$ cat config.mk
export PLATFORM = sky130hd
export DESIGN_NAME = multi_buf
export DESIGN_NICKNAME = d
export VERILOG_FILES = /design/src/rtl/multi_buf.sv
export SDC_FILE = /design/constraint.sdc
export NUM_CORES = 1
export LEC_CHECK = 0
export ABC_AREA = 1
export BUFFER_PORTS_ARGS = -buffer_cell sky130_fd_sc_hd__buf_4
export CAP_MARGIN = 25
export CORE_ASPECT_RATIO = 1.5
export CORE_MARGIN = 2
export CORE_UTILIZATION = 50
export DETAILED_ROUTE_END_ITERATION = 8
export PLACE_DENSITY = 0.67
export SLEW_MARGIN = 20
export SYNTH_ARGS = -nofsm -noshare
export SYNTH_HDL_FRONTEND = slang
export SYNTH_SLANG_ARGS = --single-unit
$ cat constraint.sdc
create_clock -name clk -period 16.7 [get_ports clk]
set_clock_uncertainty 0.15 [all_clocks]
set_input_delay 3.34 -clock clk [delete_from_list [all_inputs] [get_ports clk]]
set_output_delay 3.34 -clock clk [all_outputs]
set_load 0.02 [all_outputs]
$ cat src/rtl/multi_buf.sv
// First-word-fall-through N-entry packet FIFO with occupancy, almost-full, flush and sticky error flags.
// Latency: write visible on dout one cycle later; rd accepted while full frees the slot for a same-cycle write.
module multi_buf #(
    parameter int DATA_WIDTH   = 128,
    parameter int DEPTH        = 4,
    parameter int AFULL_THRESH = DEPTH - 1,
    parameter int CNT_W        = $clog2(DEPTH + 1)
) (
    input  logic                  clk,
    input  logic                  rst_l,
    input  logic                  flush,
    input  logic                  wr,
    input  logic [DATA_WIDTH-1:0] din,
    input  logic                  rd,
    output logic [DATA_WIDTH-1:0] dout,
    output logic                  vld,
    output logic                  full,
    output logic                  afull,
    output logic [CNT_W-1:0]      count,
    output logic                  ovfl,
    output logic                  udfl
);

    localparam int PTR_W = $clog2(DEPTH);

    logic [PTR_W-1:0]      wr_ptr_q, wr_ptr_d;
    logic [PTR_W-1:0]      rd_ptr_q, rd_ptr_d;
    logic [CNT_W-1:0]      count_q, count_d;
    logic                  ovfl_q, ovfl_d;
    logic                  udfl_q, udfl_d;
    logic [DATA_WIDTH-1:0] mem_q [DEPTH];
    logic                  push;
    logic                  pop;

    function automatic logic [PTR_W-1:0] ptr_inc(input logic [PTR_W-1:0] p);
        return (p == PTR_W'(DEPTH - 1)) ? '0 : p + PTR_W'(1);
    endfunction

    // Status comes only from registered count, never from wr/rd.
    assign vld   = (count_q != '0);
    assign full  = (count_q == CNT_W'(DEPTH));
    assign afull = (count_q >= CNT_W'(AFULL_THRESH));
    assign count = count_q;
    assign ovfl  = ovfl_q;
    assign udfl  = udfl_q;
    assign dout  = vld ? mem_q[rd_ptr_q] : '0;

    assign push = wr & ~flush & (~full | rd);
    assign pop  = rd & ~flush & vld;

    always_comb begin
        wr_ptr_d = wr_ptr_q;
        rd_ptr_d = rd_ptr_q;
        count_d  = count_q;
        ovfl_d   = ovfl_q;
        udfl_d   = udfl_q;
        if (flush) begin
            wr_ptr_d = '0;
            rd_ptr_d = '0;
            count_d  = '0;
            ovfl_d   = 1'b0;
            udfl_d   = 1'b0;
        end else begin
            if (push) wr_ptr_d = ptr_inc(wr_ptr_q);
            if (pop)  rd_ptr_d = ptr_inc(rd_ptr_q);
            if (push && !pop)      count_d = count_q + CNT_W'(1);
            else if (pop && !push) count_d = count_q - CNT_W'(1);
            if (wr && full && !rd) ovfl_d = 1'b1;
            if (rd && !vld)        udfl_d = 1'b1;
        end
    end

    always_ff @(posedge clk or negedge rst_l) begin
        if (!rst_l) begin
            wr_ptr_q <= '0;
            rd_ptr_q <= '0;
            count_q  <= '0;
            ovfl_q   <= 1'b0;
            udfl_q   <= 1'b0;
        end else begin
            wr_ptr_q <= wr_ptr_d;
            rd_ptr_q <= rd_ptr_d;
            count_q  <= count_d;
            ovfl_q   <= ovfl_d;
            udfl_q   <= udfl_d;
        end
    end

    // Storage is left unreset; dout is gated by vld instead.
    always_ff @(posedge clk) begin
        if (push) mem_q[wr_ptr_q] <= din;
    end

endmodule

Word-level counts from Yosys, hierarchy flattened. Memory sizes are Yosys's and may differ from the RTL's. Cells that the tools add are included.

Reductions and logical operators: 15. Equal/unequal tests: 3. $lt $le $gt $ge: 1. Bitwise gates (word level): 7. $add $sub $neg: 4. Mux-type cells: 16.

Operators by type and width (count): 2-to-1 mux 128 bit (1); 2-to-1 mux 2 bit (6); 2-to-1 mux 3 bit (3); nonzero test 2 bit (4); 2-to-1 mux 1 bit (6); nonzero test 3 bit (2); logical AND 1 bit (5); adder 2 x 1 -> 2 bit (second input constant) (2); bitwise AND 1 bit (4); == test 2 bit (second input constant) (2); zero test 1 bit (4); adder 3 x 1 -> 3 bit (second input constant) (1); == test 3 bit (second input constant) (1); greater-or-equal comparator 3 x 2 -> 1 bit (second input constant) (1); subtractor 3 x 1 -> 3 bit (second input constant) (1); inverter 1 bit (2); OR 1 bit (1).

RAM bits: 512. Bits in registers: 9. Output and inout port bits: 136. Memories: 1. Input port bits: 133.

Memories: mem_q (words 4, width 128, read ports 1, clocked after memory_dff 0, write ports 1, line 31) `logic [DATA_WIDTH-1:0] mem_q [DEPTH];`.

Logic depth before layout (Yosys ltp).
Depth after elaboration: 9. Gate-level depth with buffers: 14. Gate-level depth less buffers: 14.

Worst setup path after synthesis. OpenSTA, ideal clock, no wires.

Kind: input to register. Start: input wr. End: memory mem_q[0][0], enable pin. Arrival: 9.049 ns. Required time: 15.933 ns. Path buffers: 0. Stages: 4. Slack: 6.884 ns. Cell sequence: inv_1 > nor2_1 > nand2_2 > nor2_1.

Word-level cells in the longest chain between the ends: 4.

RTL lines: start, declared (line 12) `input logic wr,`; bitwise AND 1 bit (2 in series) (line 48) `assign push = wr & ~flush & (~full | rd);`; 2-to-1 mux 1 bit (line 91) `if (push) mem_q[wr_ptr_q] <= din;`; 2-to-1 mux 1 bit (implied by the code) (line 91); end, declared (line 31).

Every way passes these cells.

Final worst setup path.
Start: register rd_ptr_q[1]. End: output dout[122].

Word-level cells in the longest chain between the ends: 2.

RTL lines: start, declared (line 27) `logic [PTR_W-1:0] rd_ptr_q, rd_ptr_d;`; start signal, assigned (line 82) `rd_ptr_q <= rd_ptr_d;`; memory read (4 x 128 bit); 2-to-1 mux 128 bit (line 46) `assign dout = vld ? mem_q[rd_ptr_q] : '0;`; end, declared (line 15) `output logic [DATA_WIDTH-1:0] dout,`.

Every way passes these cells.

==> reports/qor.csv <==
metric,value,unit
status,"complete, no violations",
port_buffers,268,
die_y,251,µm
synth_top_area_cell,edfxtp_1,
clkTransAtPathRegs,0.06,ns
ir_worst_vdd,180,µV
route.met2.wl,24.0,mm
grt_pass1_vias,13000,
synth_area_leaders,"edfxtp_1, nor2_1, o21ai_1",
hold_viol_final,0,
relSlewSlack,0.338,
grt_max_degree,101,
synth.top_cell.area_share,0.754,
first_pass_iters,7,
synth-seq-cells,521,
start_util,0.507,
p_leak,8.61,nW
post_drt_wl_per_cell,19.8,µm
ys_seq_area_frac,0.766,
crit_required,13.21,ns
die_x,169,µm
synth-main-ff-cell,edfxtp_1,
netlist-cell-type-count,26,
cts_made_buffers,48,
layout-drive-gt1-share,0.195,
core,40200,µm²
pwr-share-seq,0.412,
die_area,42400,µm²
critical_path.endpoint_type,output port,
dp_cells,2280,
io_pins,269,
worstPathArrival,3.38,ns
syn_avg_cell_area,12.8,µm²
place_congestion,0.786,
finalMaxSlewViolations,0,
rows,90,
cts_root_buffer,clkbuf_16,
fmax,0.145,GHz
antenna_left,0,
power_density,154,nW/µm²
post_cts_resize_count,0,
hold_ws,0.356,ns
p_int,0.00245,W
post_cts_buffers,0,
worst_pin_slew,0.993,ns
first_iter_violations,986,
min_path_type,reg2reg,
wl,47.0,mm
stdcell_count,2368,
drv_cap,0,
crit_fanout,65,
fin_crit_sh,0.412,
dr.max_layer_used,met5,
grt_overflow,0,
hold_buffers,0,
wl_met3,3.11,mm
path_class,reg2out,
syn-num-nets,1727,
dp_slack,9.79,ns
rsz0062_at_grt,no,
switching_power,0.00126,W
grt_antenna_before_repair,6,
vias,13000,
clk-insertion-delay-late,0.55,ns
drc_errors,0,
area_growth,18.4,%
dp_hpwl,26.1,mm
power.share.clock,0.267,
synth_most_common_cell,nor2_1,
fin_ws,9.83,ns
syn_area,20400,µm²
htreeDepth,2,
clock-sinks,521,
wirelength_met1,18.1,mm
grt_first_pass_wirelength,70.8,mm
setup_violations,0,
p_comb_frac,0.321,
fin_crit,6.87,ns
tns,0,ns
synthTopCellsByCount,"nor2_1, edfxtp_1, o21ai_1",
final_nets,1964,
routed_via_density,5.47,
cts_max_path_buffers,3,
synth_edf_count,512,
yosys_warnings,0,
grt_util_all_layers,0.219,
sw_frac_of_total,0.340,
cp-start-kind,flop,
cts_tree,built,
synthCells,1589,
fillers,3054,
async_flop_share,0.0173,
## per-stage QoR
stage,utilization,area [µm²],total power (W)
after global placement,0.563,22600,0.00273
final,0.600,24100,0.00371
after CTS,0.599,24100,0.00374
after detailed placement,0.564,22700,0.00275
after floorplan,-,20400,0.00229
after global routing,0.600,24100,0.00388
## cell usage in the layout (no fill, tap or decap), types with 2 or more instances in the layout
master / netlist / final
buf_16: 0 / 2
o21a_1: 2 / 2
ha_1: 4 / 4
o21ai_1: 190 / 190
edfxtp_1: 512 / 512
dfrtp_4: 0 / 2
clkinv_1: 0 / 10
nor2_1: 521 / 517
dfrtp_1: 9 / 7
clkinv_4: 0 / 2
o21ai_0: 71 / 71
inv_4: 0 / 2
nor2_4: 0 / 4
a21oi_1: 129 / 129
clkinv_2: 0 / 8
nand2_4: 2 / 2
buf_4: 17 / 284
clkinvlp_4: 0 / 2
diode_2: 0 / 3
inv_1: 18 / 16
nand3_1: 5 / 5
clkbuf_16: 0 / 49
clkbuf_1: 4 / 11
nand2_1: 17 / 17
nand4_1: 2 / 2
## cell type report
cell class,instances,area (µm²),area share
Inverter,19,81.3,0.00337
Timing Repair Buffer,287,2210,0.0915
Tap cell,506,633,0.0262
Clock inverter,23,140,0.00581
Multi-Input combinational cell,949,4180,0.173
Clock buffer,60,1270,0.0525
Antenna cell,3,7.51,0.000311
Sequential cell,521,15600,0.647
## worst max-delay path, stage by stage, from the launching register on
cell     delay, ns
dfrtp_4       0.65
inv_4         0.69
buf_4         0.83
nor2_1        0.13
o21ai_0       0.11
a21oi_1       0.13
buf_4         0.23
## path summary, 6_finish.rpt
kind | endpoint | depth (start not counted) | startpoint | slack [ns]
max | dout[122] | 6 | rd_ptr_q[1] | 9.83
min | udfl | 1 | udfl | 0.36
max reg2reg | mem_q[3][104] | 6 | count[0] | 13.02
min reg2reg | udfl | 1 | udfl | 0.36
max in group asynchronous | rd_ptr_q[0] | 1 | rst_l | 13.79
min in group asynchronous | ovfl | 1 | rst_l | 2.45
## power groups by stage
stage / clock network (W) / logic [W] / registers (W)
after floorplan: 0 / 0.000740 / 0.00155
after global placement: 0 / 0.00116 / 0.00157
after detailed placement: 0 / 0.00118 / 0.00157
after CTS: 0.00101 / 0.00119 / 0.00154
after global routing: 0.00106 / 0.00129 / 0.00153
final: 0.000992 / 0.00119 / 0.00153
## flip-flops by register name, summed over array words and instances (netlist names)
register / count
udfl: 1
mem_q: 512
wr_ptr_q: 2
count: 3
ovfl: 1
rd_ptr_q: 2
## layer usage
metal,vias up,global-route usage
met1,6335,0.258
met3,96,0.0471
met4,6,0.0933
met2,431,0.385
li1,6096,-
met5,-,0
## cell families (layout without fill, tap and decap cells)
| kind of cell | after synthesis | in the layout | synth area share |
|---|---|---|---|
| adder cells (fa/ha/maj) | 5 | 5 | 0.00344 |
| AO/OA/AOI/OAI | 393 | 393 | 0.0969 |
| buffers and inverters | 119 | 389 | 0.0308 |
| AND/OR/NAND/NOR | 551 | 551 | 0.103 |
| other | 0 | 3 | 0 |
| flip-flops | 521 | 521 | 0.766 |
(Power assumes the default switching activity.)
